<file path="src/rtl/layer_compositor_pkg.sv">
// rtl/layer_compositor_pkg.sv - shared colour type and constants for the layer compositor
package layer_compositor_pkg;

  typedef logic [7:0] rgb_t;

  localparam rgb_t COLOR_TRANSPARENT  = 8'hFF;
  localparam rgb_t COLOR_BLACK        = 8'h00;
  localparam int   NUM_LAYERS_DEFAULT = 4;

endpackage

</file>
<file path="src/rtl/layer_compositor_if.sv">
// rtl/layer_compositor_if.sv - pixel-in / pixel-out bundle between colour stages, compositor and VGA stage
interface layer_compositor_if
  import layer_compositor_pkg::*;
#(
  parameter int NUM_LAYERS = NUM_LAYERS_DEFAULT
);

  logic                  pixelValid;
  logic                  startOfFrame;
  rgb_t                  layerRGB [NUM_LAYERS];
  rgb_t                  backgroundRGB;
  rgb_t                  RGBOut;
  logic                  RGBValid;
  logic [NUM_LAYERS-1:0] collisionFlags;
  logic                  collisionPulse;

  modport master (
    output pixelValid, startOfFrame, layerRGB, backgroundRGB,
    input  RGBOut, RGBValid, collisionFlags, collisionPulse
  );

  modport slave (
    input  pixelValid, startOfFrame, layerRGB, backgroundRGB,
    output RGBOut, RGBValid, collisionFlags, collisionPulse
  );

endinterface

</file>
<file path="src/rtl/layer_compositor_collision_accumulator.sv">
// rtl/layer_compositor_collision_accumulator.sv - per-frame record of layers overlapping the ball layer
module collision_accumulator
  import layer_compositor_pkg::*;
#(
  parameter int NUM_LAYERS = NUM_LAYERS_DEFAULT
) (
  input  logic                  clk,
  input  logic                  resetN,
  input  logic [NUM_LAYERS-1:0] opaque,
  input  logic                  pixelValid,
  input  logic                  startOfFrame,
  output logic [NUM_LAYERS-1:0] collisionFlags,
  output logic                  collisionPulse
);

  logic [NUM_LAYERS-1:0] acc;
  logic [NUM_LAYERS-1:0] hit;

  always_comb begin
    hit = '0;
    for (int k = 1; k < NUM_LAYERS; k++) begin
      hit[k] = opaque[0] & opaque[k] & pixelValid;
    end
  end

  // The frame-start pixel seeds the new frame; flags only ever see the finished frame.
  always_ff @(posedge clk or negedge resetN) begin
    if (!resetN) begin
      acc            <= '0;
      collisionFlags <= '0;
      collisionPulse <= 1'b0;
    end else if (startOfFrame) begin
      collisionFlags <= acc;
      acc            <= hit;
      collisionPulse <= (acc != '0);
    end else begin
      acc            <= acc | hit;
      collisionPulse <= 1'b0;
    end
  end

endmodule

</file>
<file path="src/rtl/layer_compositor.sv">
// rtl/layer_compositor.sv - two-stage fixed-priority merge of RGB layers with ball collision tracking
module layer_compositor
  import layer_compositor_pkg::*;
#(
  parameter int NUM_LAYERS = NUM_LAYERS_DEFAULT
) (
  input  logic              clk,
  input  logic              resetN,
  layer_compositor_if.slave bus
);

  rgb_t                  s1_rgb [NUM_LAYERS];
  rgb_t                  s1_bg;
  logic                  s1_valid;
  logic                  s1_sof;
  logic [NUM_LAYERS-1:0] s1_opaque;
  rgb_t                  sel_rgb;

  always_ff @(posedge clk or negedge resetN) begin
    if (!resetN) begin
      for (int k = 0; k < NUM_LAYERS; k++) begin
        s1_rgb[k]    <= COLOR_BLACK;
        s1_opaque[k] <= 1'b0;
      end
      s1_bg    <= COLOR_BLACK;
      s1_valid <= 1'b0;
      s1_sof   <= 1'b0;
    end else begin
      for (int k = 0; k < NUM_LAYERS; k++) begin
        s1_rgb[k]    <= bus.layerRGB[k];
        s1_opaque[k] <= (bus.layerRGB[k] != COLOR_TRANSPARENT);
      end
      s1_bg    <= bus.backgroundRGB;
      s1_valid <= bus.pixelValid;
      s1_sof   <= bus.startOfFrame;
    end
  end

  // Walk from lowest to highest priority so layer 0 wins the last assignment.
  always_comb begin
    sel_rgb = s1_bg;
    for (int k = NUM_LAYERS - 1; k >= 0; k--) begin
      if (s1_opaque[k]) begin
        sel_rgb = s1_rgb[k];
      end
    end
  end

  always_ff @(posedge clk or negedge resetN) begin
    if (!resetN) begin
      bus.RGBOut   <= COLOR_BLACK;
      bus.RGBValid <= 1'b0;
    end else begin
      bus.RGBOut   <= s1_valid ? sel_rgb : COLOR_BLACK;
      bus.RGBValid <= s1_valid;
    end
  end

  collision_accumulator #(
    .NUM_LAYERS (NUM_LAYERS)
  ) u_collision (
    .clk            (clk),
    .resetN         (resetN),
    .opaque         (s1_opaque),
    .pixelValid     (s1_valid),
    .startOfFrame   (s1_sof),
    .collisionFlags (bus.collisionFlags),
    .collisionPulse (bus.collisionPulse)
  );

endmodule

</file>
<file path="src/flat_wrapper.sv">
// flat-port wrapper written by rule: the top's interface ports become plain ports
module layer_compositor_flat import layer_compositor_pkg::*;
#(
  parameter int NUM_LAYERS = NUM_LAYERS_DEFAULT
)
  (clk, resetN, bus_pixelValid, bus_startOfFrame, bus_layerRGB, bus_backgroundRGB, bus_RGBOut, bus_RGBValid, bus_collisionFlags, bus_collisionPulse);
  layer_compositor_if #(.NUM_LAYERS(NUM_LAYERS)) bus_i ();
  input  logic clk;
  input  logic resetN;
  input wire logic [$bits(bus_i.pixelValid)-1:0] bus_pixelValid;
  input wire logic [$bits(bus_i.startOfFrame)-1:0] bus_startOfFrame;
  input wire logic [$bits(bus_i.layerRGB)-1:0] bus_layerRGB;
  input wire logic [$bits(bus_i.backgroundRGB)-1:0] bus_backgroundRGB;
  output wire logic [$bits(bus_i.RGBOut)-1:0] bus_RGBOut;
  output wire logic [$bits(bus_i.RGBValid)-1:0] bus_RGBValid;
  output wire logic [$bits(bus_i.collisionFlags)-1:0] bus_collisionFlags;
  output wire logic [$bits(bus_i.collisionPulse)-1:0] bus_collisionPulse;
  assign bus_i.pixelValid = bus_pixelValid;
  assign bus_i.startOfFrame = bus_startOfFrame;
  assign bus_i.layerRGB = {>>{bus_layerRGB}};
  assign bus_i.backgroundRGB = bus_backgroundRGB;
  assign bus_RGBOut = bus_i.RGBOut;
  assign bus_RGBValid = bus_i.RGBValid;
  assign bus_collisionFlags = bus_i.collisionFlags;
  assign bus_collisionPulse = bus_i.collisionPulse;
  layer_compositor #(.NUM_LAYERS(NUM_LAYERS)) u_core (.clk(clk), .resetN(resetN), .bus(bus_i));
endmodule
</file>
<file path="config.mk">
export PLATFORM = sky130hd
export DESIGN_NAME = layer_compositor_flat
export DESIGN_NICKNAME = d
export VERILOG_FILES = /design/src/rtl/layer_compositor_pkg.sv /design/src/rtl/layer_compositor_if.sv /design/src/rtl/layer_compositor_collision_accumulator.sv /design/src/rtl/layer_compositor.sv /design/src/flat_wrapper.sv
export SDC_FILE = /design/constraint.sdc
export NUM_CORES = 1
export LEC_CHECK = 0
export BUFFER_PORTS_ARGS = -buffer_cell sky130_fd_sc_hd__buf_2
export CAP_MARGIN = 0
export CORE_MARGIN = 2
export CORE_UTILIZATION = 55
export CTS_BUF_LIST = sky130_fd_sc_hd__clkbuf_16
export CTS_CLUSTER_SIZE = 25
export DETAILED_ROUTE_END_ITERATION = 10
export PLACE_DENSITY = 0.83
export SETUP_SLACK_MARGIN = 0.5
export SYNTH_ARGS = -nofsm -noshare
export SYNTH_HDL_FRONTEND = slang
export SYNTH_HIERARCHICAL = 1
export SYNTH_SLANG_ARGS = --single-unit
</file>
<file path="constraint.sdc">
create_clock -name clk -period 3.3 [get_ports clk]
set_clock_uncertainty 0.1 [all_clocks]
set_input_delay 0.825 -clock clk [delete_from_list [all_inputs] [get_ports clk]]
set_output_delay 0.825 -clock clk [all_outputs]
set_load 0.05 [all_outputs]
</file>
==> results.py, run 1 <==
metrics = {
    "status": {
        "outcome": "complete, no violations",
    },
    "floorplan": {
        "pin_count": 58,
        "num_rows": 22,
        "die_x_um": 66.5,
        "coreArea_um2": 3720,
        "die_area_um2": 4420,
        "initial_utilization_pct": 57.7,
        "dieHeight_um": 66.5,
    },
    "sta": {
        "max_slew.worst_pin.slew_ns": 0.799,
        "tns_ns": 0,
        "period_share_pct": 55.9,
        "fmax_mhz": 542,
        "rsz0062_at_grt": "false",
        "setup_viol": 0,
        "slew_headroom_pct": 46.7,
        "drv_slew": 0,
        "fin_crit_ns": 1.85,
        "hold_violations": 0,
    },
    "critical_path": {
        "critPathMaxFanout": 1,
        "r2r_setup_slack_ns": 1.53,
        "r2r-start": "u_core/s1_opaque[0]",
        "critPathBufInv": 1,
        "worstPathArrival_ns": 0.92,
        "crit_type": "register to output port",
        "worstPathRequired_ns": 2.37,
        "critPathTopFamily": "flip-flops",
        "critical_path.slowest_cell": "dfrtp_1",
        "cp-start-kind": "register",
        "rr_worst_depth": 3,
        "r2r-end": "u_core/bus.RGBOut[0]",
        "crit_chain": "buf_2",
        "cp-end-kind": "output port",
        "max_stage_delay_ns": 0.34,
    },
    "placed_design": {
        "gp_congestion": 0.944,
        "place_inst": 243,
        "dpl.hpwl_um": 2920,
        "port_buffers": 56,
        "dpl_cell_area_um2": 2430,
    },
    "global_route": {
        "gr-total-overflow": 0,
        "top_usage_layer": "met2",
        "grtUsageTotal_pct": 22.6,
        "grt_max_degree": 63,
        "groute.layer.met1.usage_pct": 27.3,
        "grtUsageMet3_pct": 5.74,
        "grt_pass1_vias": 1496,
        "grt_pass1_wl_um": 6960,
        "use_met2_pct": 36.5,
        "antenna_found_initial": 0,
    },
    "clock_tree": {
        "cts_buffers": 9,
        "clockBufferDepth": 2,
        "postCtsSetupBuffers": 0,
        "cts_tree": "built",
        "postCtsHoldBufs": 0,
        "cts.sinks": 62,
        "clk_pin_slew_worst_paths_ns": 0.05,
        "root_buffer": "clkbuf_16",
        "clock_latency_ns": 0.31,
        "cts_resized": 0,
        "htree_levels": 3,
    },
    "finish": {
        "antenna_cells": 0,
        "final_common_cell": "dfrtp_1",
        "syn_to_final_growth_pct": 27.5,
        "finalNonFillerCells": 258,
        "drive_gt1_share_pct": 37.1,
        "mostFrequentLayoutCells": "dfrtp_1 (62), buf_2 (56), clkbuf_16 (9)",
        "design_area_um2": 2740,
        "utilization_pct": 73.6,
        "nNetsFinal": 250,
    },
    "synthesis": {
        "synth_nets": 189,
        "synth_area_um2": 2150,
        "synth_area_per_cell_um2": 14.8,
        "ys_seq_area_share_pct": 72.3,
        "ys_ff_latch": 62,
        "synth_warnings": 6,
        "syn_inst": 145,
        "synth.distinct_cells": 23,
    },
    "power_and_ir_drop": {
        "ir_drop_uv": 544,
        "power_frac_seq_pct": 43.8,
        "power.density_nw_per_um2": 684,
        "p_clk_share_pct": 49.7,
        "internal_power_w": 0.00149,
        "p_leak_nw": 1.36,
        "p_sw_w": 0.000385,
        "combPwrFrac_pct": 6.5,
        "switching_share_pct": 20.6,
    },
    "route": {
        "wl_per_cell_um": 16.1,
        "via_per_inst": 5.29,
        "drt-initial-drc-count": 112,
        "first_pass_iters": 4,
        "via_count": 1366,
        "routed_wl_um": 4160,
        "antenna_left": 0,
        "drcViolationCount": 0,
    },
    "hold_path": {
        "hold_start": "u_core/u_collision/collisionFlags[3]",
        "hold_depth": 1,
        "hold_path_end": "u_core/u_collision/collisionFlags[3]",
        "hp-class": "register to register",
    },
    "flow_run": {
        "cap_violations": 0,
    },
}
## cell usage after synthesis, drive strengths merged
master | instances | area (um2)
a211oi | 1 | 7.51
a221oi | 7 | 61.3
and3 | 8 | 50.1
buf | 7 | 61.3
conb | 1 | 3.75
dfrtp | 62 | 1550
inv | 3 | 11.3
mux2 | 3 | 33.8
mux2i | 8 | 80.1
nand2b | 6 | 37.5
nand3 | 3 | 15.0
nand4 | 8 | 50.1
nor2 | 7 | 26.3
nor2b | 1 | 6.26
nor3 | 1 | 16.3
nor3b | 8 | 60.1
nor4b | 1 | 8.76
o21ai | 3 | 15.0
o31a | 1 | 10.0
or2 | 4 | 25.0
or2b | 2 | 15.0
## kinds of logic (layout without fill, tap and decap cells)
group	after synthesis	count (layout)	share of synthesized area (%)
flops	62	62	72.3
buf+inv	10	75	3.38
mux	11	11	5.31
other cells	1	1	0.175
compound gates	12	12	4.37
simple gates	49	49	14.5
## registers in the layout, summed over array words and instances, names as in the netlist, 3 cells and up
signal,flops
u_core/bus.RGBOut,8
u_core/u_collision/acc,3
u_core/s1_opaque,4
u_core/u_collision/collisionFlags,3
u_core/s1_bg,8
u_core/s1_rgb,32
## worst max-delay path by stage
| stage | from | end | slack, ns | cells after the start |
|---|---|---|---|---|
| 2_1_floorplan | u_core/u_collision/collisionFlags[1] | bus_collisionFlags[1] | 1.78 | 0 |
| 3_3_place_gp | u_core/s1_opaque[0] | u_core/bus.RGBOut[0] | 1.61 | 3 |
| 3_5_place_dp | u_core/s1_opaque[0] | u_core/bus.RGBOut[0] | 1.59 | 3 |
| 4_1_cts | u_core/u_collision/collisionFlags[1] | bus_collisionFlags[1] | 1.44 | 1 |
| 5_1_grt | u_core/u_collision/collisionFlags[1] | bus_collisionFlags[1] | 1.42 | 1 |
| 6_report | u_core/bus.RGBOut[5] | bus_RGBOut[5] | 1.45 | 1 |
## area by class of cell
class,instances,area [um2]
fillers,260,980
clock inverters,6,78.8
inverters,3,11.3
multi-input cells,73,522
clock buffers,9,225
well taps,48,60.1
flip-flops and latches,62,1550
repair buffers,57,288
## metal layers
metal | share of wire (%) | wire, um | up-vias
li1 | - | - | 635
met4 | 2.0 | 85 | 0
met2 | 51 | 2130 | 60
met3 | 5.1 | 214 | 8
met1 | 42 | 1730 | 663
met5 | 0 | 0 | -
## power by group through the flow
stage               registers [W]  logic [W]  clock network [W]
floorplan                0.000864  0.0000230                  0
global placement         0.000829   0.000118                  0
detailed placement       0.000832   0.000123                  0
CTS                      0.000820   0.000124           0.000943
global route             0.000822   0.000134           0.000989
finish                   0.000820   0.000122           0.000931
## through the flow
| step | power (W) | hold WS (ns) | setup slack, ns |
|---|---|---|---|
| finish | 0.00187 | 0.407 | 1.45 |
| global route | 0.00195 | 0.438 | 1.42 |
| CTS | 0.00189 | 0.413 | 1.44 |
| detailed placement | 0.000954 | 0.406 | 1.59 |
| global placement | 0.000948 | 0.386 | 1.61 |
| floorplan | 0.000887 | 0.379 | 1.78 |
Note: power is estimated with default switching activity, not from simulation.
==> run 2: changes to the inputs <==
--- a/config.mk
+++ b/config.mk
@@ -8,11 +8,11 @@
 export BUFFER_PORTS_ARGS = -buffer_cell sky130_fd_sc_hd__buf_2
 export CAP_MARGIN = 0
 export CORE_MARGIN = 2
-export CORE_UTILIZATION = 55
+export CORE_UTILIZATION = 46
 export CTS_BUF_LIST = sky130_fd_sc_hd__clkbuf_16
 export CTS_CLUSTER_SIZE = 25
 export DETAILED_ROUTE_END_ITERATION = 10
-export PLACE_DENSITY = 0.83
+export PLACE_DENSITY = 0.74
 export SETUP_SLACK_MARGIN = 0.5
 export SYNTH_ARGS = -nofsm -noshare
 export SYNTH_HDL_FRONTEND = slang
==> constraint.sdc (replaced) <==
create_clock -name clk -period 1.6 [get_ports clk]
set_clock_uncertainty 0.1 [all_clocks]
set_input_delay 0.4 -clock clk [delete_from_list [all_inputs] [get_ports clk]]
set_output_delay 0.4 -clock clk [all_outputs]
set_load 0.05 [all_outputs]
==> run 2 against run 1 <==
  * Die area increased by 18%
  * Global-route usage decreased by 3.8 points
  * Utilization decreased by 4.4 points
  * Critical endpoint is now bus_RGBOut[2]
==> results.py, run 2 (synthesis gave the netlist of run 1 again) <==
metrics = {
    "status": {
        "outcome": "complete, no violations",
    },
    "critical_path": {
        "critical_path.slowest_cell": "dfrtp_1",
        "max_stage_delay_ns": 0.39,
        "crit_chain": "buf_6",
        "cp-start-kind": "register",
        "cp-end-kind": "output port",
        "critPathMaxFanout": 1,
        "critPathBufInv": 1,
        "crit_type": "register to output port",
        "worstPathRequired_ns": 1.10,
        "critPathTopFamily": "flip-flops",
        "worstPathArrival_ns": 0.87,
    },
    "placed_design": {
        "dpl_worst_slack_ns": 0.161,
        "dpl_cell_area_um2": 2510,
        "dpl.hpwl_um": 2960,
        "gp_congestion": 0.883,
        "port_buffers": 56,
    },
    "power_and_ir_drop": {
        "internal_power_w": 0.00278,
        "ir_drop_uv": 684,
        "switching_share_pct": 22.5,
        "p_clk_share_pct": 44.4,
        "power.density_nw_per_um2": 1180,
        "combPwrFrac_pct": 8.3,
        "p_leak_nw": 1.47,
        "power_frac_seq_pct": 47.3,
        "power_w": 0.00359,
        "p_sw_w": 0.000809,
    },
    "sta": {
        "fmax_mhz": 728,
        "drv_slew": 0,
        "hold_violations": 0,
        "setup_viol": 0,
        "fin_crit_ns": 1.37,
        "period_share_pct": 85.9,
        "rsz0062_at_grt": "true",
        "tns_ns": 0,
        "setup_slack_ns": 0.226,
    },
    "route": {
        "antenna_left": 0,
        "wl_per_cell_um": 16.0,
        "routed_wl_um": 4430,
        "drt-initial-drc-count": 40,
        "drcViolationCount": 0,
        "via_count": 1377,
        "via_per_inst": 4.99,
        "first_pass_iters": 4,
    },
    "clock_tree": {
        "cts.sinks": 62,
        "clock_latency_ns": 0.32,
        "clockBufferDepth": 2,
        "cts_tree": "built",
        "root_buffer": "clkbuf_16",
        "cts_buffers": 9,
        "htree_levels": 3,
        "clk_pin_slew_worst_paths_ns": 0.05,
    },
    "finish": {
        "design_area_um2": 3050,
        "top_register": "u_core/s1_rgb",
        "drive_gt1_share_pct": 49.6,
        "final_common_cell": "dfrtp_1",
        "syn_to_final_growth_pct": 42.3,
        "antenna_cells": 0,
        "largestRegisters": "u_core/s1_rgb (32), u_core/bus.RGBOut (8), u_core/s1_bg (8)",
        "mostFrequentLayoutCells": "dfrtp_1 (59), buf_2 (43), buf_6 (20), clkbuf_16 (9)",
        "nNetsFinal": 263,
        "largest_reg_flops": 32,
    },
    "floorplan": {
        "num_rows": 24,
        "die_area_um2": 5230,
        "die_x_um": 72.3,
        "dieHeight_um": 72.3,
        "coreArea_um2": 4410,
        "pin_count": 58,
        "initial_utilization_pct": 48.6,
    },
    "flow_run": {
        "cap_violations": 0,
    },
    "global_route": {
        "gr-total-overflow": 0,
        "antenna_found_initial": 0,
        "grt_max_degree": 63,
        "grtUsageTotal_pct": 18.9,
        "grt_pass1_wl_um": 6900,
        "grt_pass1_vias": 1437,
    },
    "hold_path": {
        "hp-class": "input pin to register",
    },
}
[run 2: changes by cell type in the layout (fill, tap and decap cells not counted), moves of 3 or more]
cell,previous run,this run
inv_1,4,8
dfrtp_1,62,59
a221oi_2,0,6
buf_6,0,20
mux2i_1,8,5
a221oi_1,7,1
buf_4,1,4
nor3b_1,8,0
mux2i_2,0,3
buf_2,56,43
nor3b_2,0,4
nor3b_4,0,4
dfrtp_2,0,3
[run 2: routing by layer]
metal  share of wire (%)  track usage [%]  vias to the layer above  wire [um]
met3                 3.8             5.00                       11        167
met4                 2.7             13.0                        0        120
met1                  42             23.0                      664       1860
met5                   0                0                        -          0
li1                    -                -                      662          -
met2                  52             29.4                       40       2280
[run 2: path summary, 6_finish.rpt]
| kind | from | endpoint | slack (ns) | cells after the start |
|---|---|---|---|---|
| min in group asynchronous | resetN | u_core/bus.RGBValid | 0.52 | 3 |
| min reg2reg | u_core/u_collision/acc[2] | u_core/u_collision/collisionPulse | 0.42 | 1 |
| max reg2reg | u_core/s1_opaque[1] | u_core/bus.RGBOut[3] | 0.24 | 4 |
| min | bus_backgroundRGB[4] | u_core/s1_bg[4] | 0.08 | 1 |
| max in group asynchronous | resetN | u_core/s1_opaque[1] | 0.60 | 3 |
| max | u_core/bus.RGBOut[2] | bus_RGBOut[2] | 0.23 | 1 |
[run 2: layout make-up]
class | count | area [um2]
well taps | 52 | 65.1
repair buffers | 70 | 515
fillers | 295 | 1360
clock buffers | 9 | 225
flip-flops and latches | 62 | 1560
clock inverters | 7 | 27.5
inverters | 3 | 11.3
multi-input cells | 73 | 654
[run 2: timing repair]
item                                   in CTS  in global routing
gates resized for setup                    47                 11
hold buffers                                1                  0
endpoints found under the hold margin      42                  0
setup endpoints to repair                  21                 21
setup buffers                               6                  1
pin swaps                                  14                  8
[run 2: power by group through the flow]
stage / sequential (W) / combinational [W] / clock [W]
floorplan: 0.00178 / 0.0000480 / 0
global placement: 0.00171 / 0.000254 / 0
detailed placement: 0.00171 / 0.000257 / 0
CTS: 0.00170 / 0.000295 / 0.00162
global route: 0.00171 / 0.000323 / 0.00169
finish: 0.00170 / 0.000298 / 0.00160
[run 2: metrics by stage]
stage | utilization (%) | hold WS [ns] | std cells
2_1_floorplan | - | 0.00441 | 145
3_3_place_gp | 56.9 | 0.328 | 252
3_5_place_dp | 56.9 | 0.330 | 252
4_1_cts | 67.8 | 0.0785 | 275
5_1_grt | 69.2 | 0.0761 | 276
6_report | 69.2 | 0.0838 | 276
==> run 3: changes to the inputs <==
--- a/config.mk
+++ b/config.mk
@@ -8,11 +8,10 @@
 export BUFFER_PORTS_ARGS = -buffer_cell sky130_fd_sc_hd__buf_2
 export CAP_MARGIN = 0
 export CORE_MARGIN = 2
-export CORE_UTILIZATION = 46
+export CORE_UTILIZATION = 30
 export CTS_BUF_LIST = sky130_fd_sc_hd__clkbuf_16
 export CTS_CLUSTER_SIZE = 25
 export DETAILED_ROUTE_END_ITERATION = 10
-export PLACE_DENSITY = 0.74
 export SETUP_SLACK_MARGIN = 0.5
 export SYNTH_ARGS = -nofsm -noshare
 export SYNTH_HDL_FRONTEND = slang
==> constraint.sdc (replaced) <==
create_clock -name clk -period 1.6 [get_ports clk]
set_clock_uncertainty 0.1 [all_clocks]
set_input_delay 0.08 -clock clk [delete_from_list [all_inputs] [get_ports clk]]
set_output_delay 0.08 -clock clk [all_outputs]
set_load 0.05 [all_outputs]
==> run 3 against run 2 <==
  * Sequential cell count unchanged
  * Hold slack improved by 0.097 ns
  * Clock power grew 25%
  * Worst setup slack better by 0.063 ns
  * Critical path type is now register to register
  * Critical endpoint is now u_core/bus.RGBOut[1]
==> results.py, run 3 (synthesis gave the netlist of run 1 again) <==
metrics = {
    "finish": {
        "top_register": "u_core/s1_rgb",
        "largest_reg_flops": 32,
        "drive_gt1_share_pct": 41.5,
        "largestRegisters": "u_core/s1_rgb (32), u_core/bus.RGBOut (8), u_core/s1_bg (8)",
        "syn_to_final_growth_pct": 62.2,
        "nNetsFinal": 304,
        "antenna_cells": 0,
        "final_common_cell": "dfrtp_1",
        "mostFrequentLayoutCells": "dfrtp_1 (60), buf_2 (44), dlygate4sd3_1 (43), buf_4 (16), clkbuf_16 (9)",
        "finalNonFillerCells": 361,
    },
    "global_route": {
        "grt_max_degree": 63,
        "gr-total-overflow": 0,
        "grt_pass1_vias": 1642,
        "grtUsageTotal_pct": 13.5,
        "grt_pass1_wl_um": 7620,
        "antenna_found_initial": 0,
    },
    "sta": {
        "drv_slew": 0,
        "rsz0062_at_grt": "true",
        "period_share_pct": 81.9,
        "tns_ns": 0,
        "fmax_mhz": 763,
        "setup_slack_ns": 0.289,
        "fin_hold_ws_ns": 0.180,
        "setup_viol": 0,
        "hold_violations": 0,
        "fin_crit_ns": 1.31,
    },
    "placed_design": {
        "gp_congestion": 0.721,
        "dpl.hpwl_um": 3020,
        "port_buffers": 56,
        "dpl_worst_slack_ns": 0.111,
        "place_inst": 295,
    },
    "critical_path": {
        "critPathTopFamily": "flip-flops",
        "crit_type": "register to register",
        "crit_chain": "buf_4 -> nor3b_2 -> a221oi_1 -> and3_1",
        "cp-end-kind": "register",
        "max_stage_delay_ns": 0.47,
        "r2r-start": "u_core/s1_opaque[1]",
        "cp-start-kind": "register",
        "critPathMaxFanout": 5,
        "crit_path_start": "u_core/s1_opaque[1]",
        "worstPathArrival_ns": 1.47,
        "critical_path.slowest_cell": "dfrtp_2",
        "critPathBufInv": 1,
        "worstPathRequired_ns": 1.76,
    },
    "route": {
        "via_per_inst": 4.31,
        "via_count": 1556,
        "first_pass_iters": 4,
        "drcViolationCount": 0,
        "wl_per_cell_um": 13.2,
        "drt-initial-drc-count": 88,
        "routed_wl_um": 4760,
        "antenna_left": 0,
    },
    "clock_tree": {
        "clock_latency_ns": 0.32,
        "clk_pin_slew_worst_paths_ns": 0.05,
        "clockBufferDepth": 2,
        "cts_tree": "built",
        "htree_levels": 3,
        "root_buffer": "clkbuf_16",
        "cts.sinks": 62,
        "cts_buffers": 9,
    },
    "floorplan": {
        "coreArea_um2": 6870,
        "die_area_um2": 7850,
        "dieHeight_um": 88.6,
        "initial_utilization_pct": 31.2,
        "die_x_um": 88.6,
        "pin_count": 58,
        "num_rows": 30,
    },
    "power_and_ir_drop": {
        "p_leak_nw": 1.62,
        "ir_drop_uv": 814,
        "power_w": 0.00404,
        "power.density_nw_per_um2": 1160,
    },
    "status": {
        "outcome": "complete, no violations",
    },
    "hold_path": {
        "hp-class": "input pin to async pin",
    },
    "flow_run": {
        "cap_violations": 0,
    },
}
-- run 3: cell types whose count changed in the layout (fill, tap and decap cells not counted), sizes merged, moves of 2 or more --
| cell | delta |
|---|---|
| dlygate4sd3 | +42 |
| inv | -5 |
| buf | -3 |
| bufinv | +2 |
| clkbuf | +2 |
| clkinv | +2 |
-- run 3: final cells by class --
| class | count | area [um2] |
|---|---|---|
| Fill cell | 609 | 3390 |
| Sequential cell | 62 | 1550 |
| Timing Repair Buffer | 111 | 862 |
| Multi-Input combinational cell | 73 | 618 |
| Clock buffer | 9 | 225 |
| Tap cell | 96 | 120 |
| Clock inverter | 7 | 88.8 |
| Inverter | 3 | 11.3 |
-- run 3: worst register-to-register path, cell delays in order, from the launching register on --
cell      delay (ns)
dfrtp_2         0.47
buf_4           0.16
nor3b_2         0.15
a221oi_1        0.19
and3_1          0.19
-- run 3: metrics by stage --
stage	util, %	instance area [um2]
after detailed placement	37.3	2560
after global routing	50.7	3480
after CTS	50.0	3430
after global placement	37.3	2560
after floorplan	-	2170
final	50.7	3480
-- run 3: final timing paths --
check / to / slack, ns / cells after the start
setup / recovery: u_core/bus.RGBOut[1] / 0.29 / 4
hold / removal: u_core/bus.RGBValid / 0.18 / 3
setup reg to reg: u_core/bus.RGBOut[1] / 0.29 / 4
hold reg to reg: u_core/u_collision/collisionPulse / 0.41 / 1
max in group asynchronous: u_core/s1_opaque[1] / 0.91 / 3
min in group clk: u_core/s1_bg[1] / 0.29 / 2
-- run 3: power breakdown --
part	internal [W]	switching, W	total [W]
logic	0.000171	0.000184	0.000355
registers	0.00165	0.0000374	0.00169
clock network	0.00135	0.000650	0.00200
total	0.00317	0.000871	0.00404
-- run 3: timing repair --
| item | CTS | global route |
|---|---|---|
| gates cloned | 0 | 0 |
| pin swaps | 7 | 3 |
| setup buffers | 7 | 0 |
| setup endpoints to repair | 16 | 15 |
| hold buffers | 43 | 0 |
| endpoints found under the hold margin | 108 | 0 |
| gates resized for setup | 24 | 15 |
-- run 3: metal layers --
metal / part of all wire, % / track usage, % / wire length, um / vias up
li1: - / - / - / 743
met3: 4.9 / 6.16 / 232 / 10
met5: 0 / 0 / 0 / -
met2: 54 / 23.3 / 2580 / 48
met4: 1.3 / 4.68 / 64 / 0
met1: 40 / 14.6 / 1890 / 755
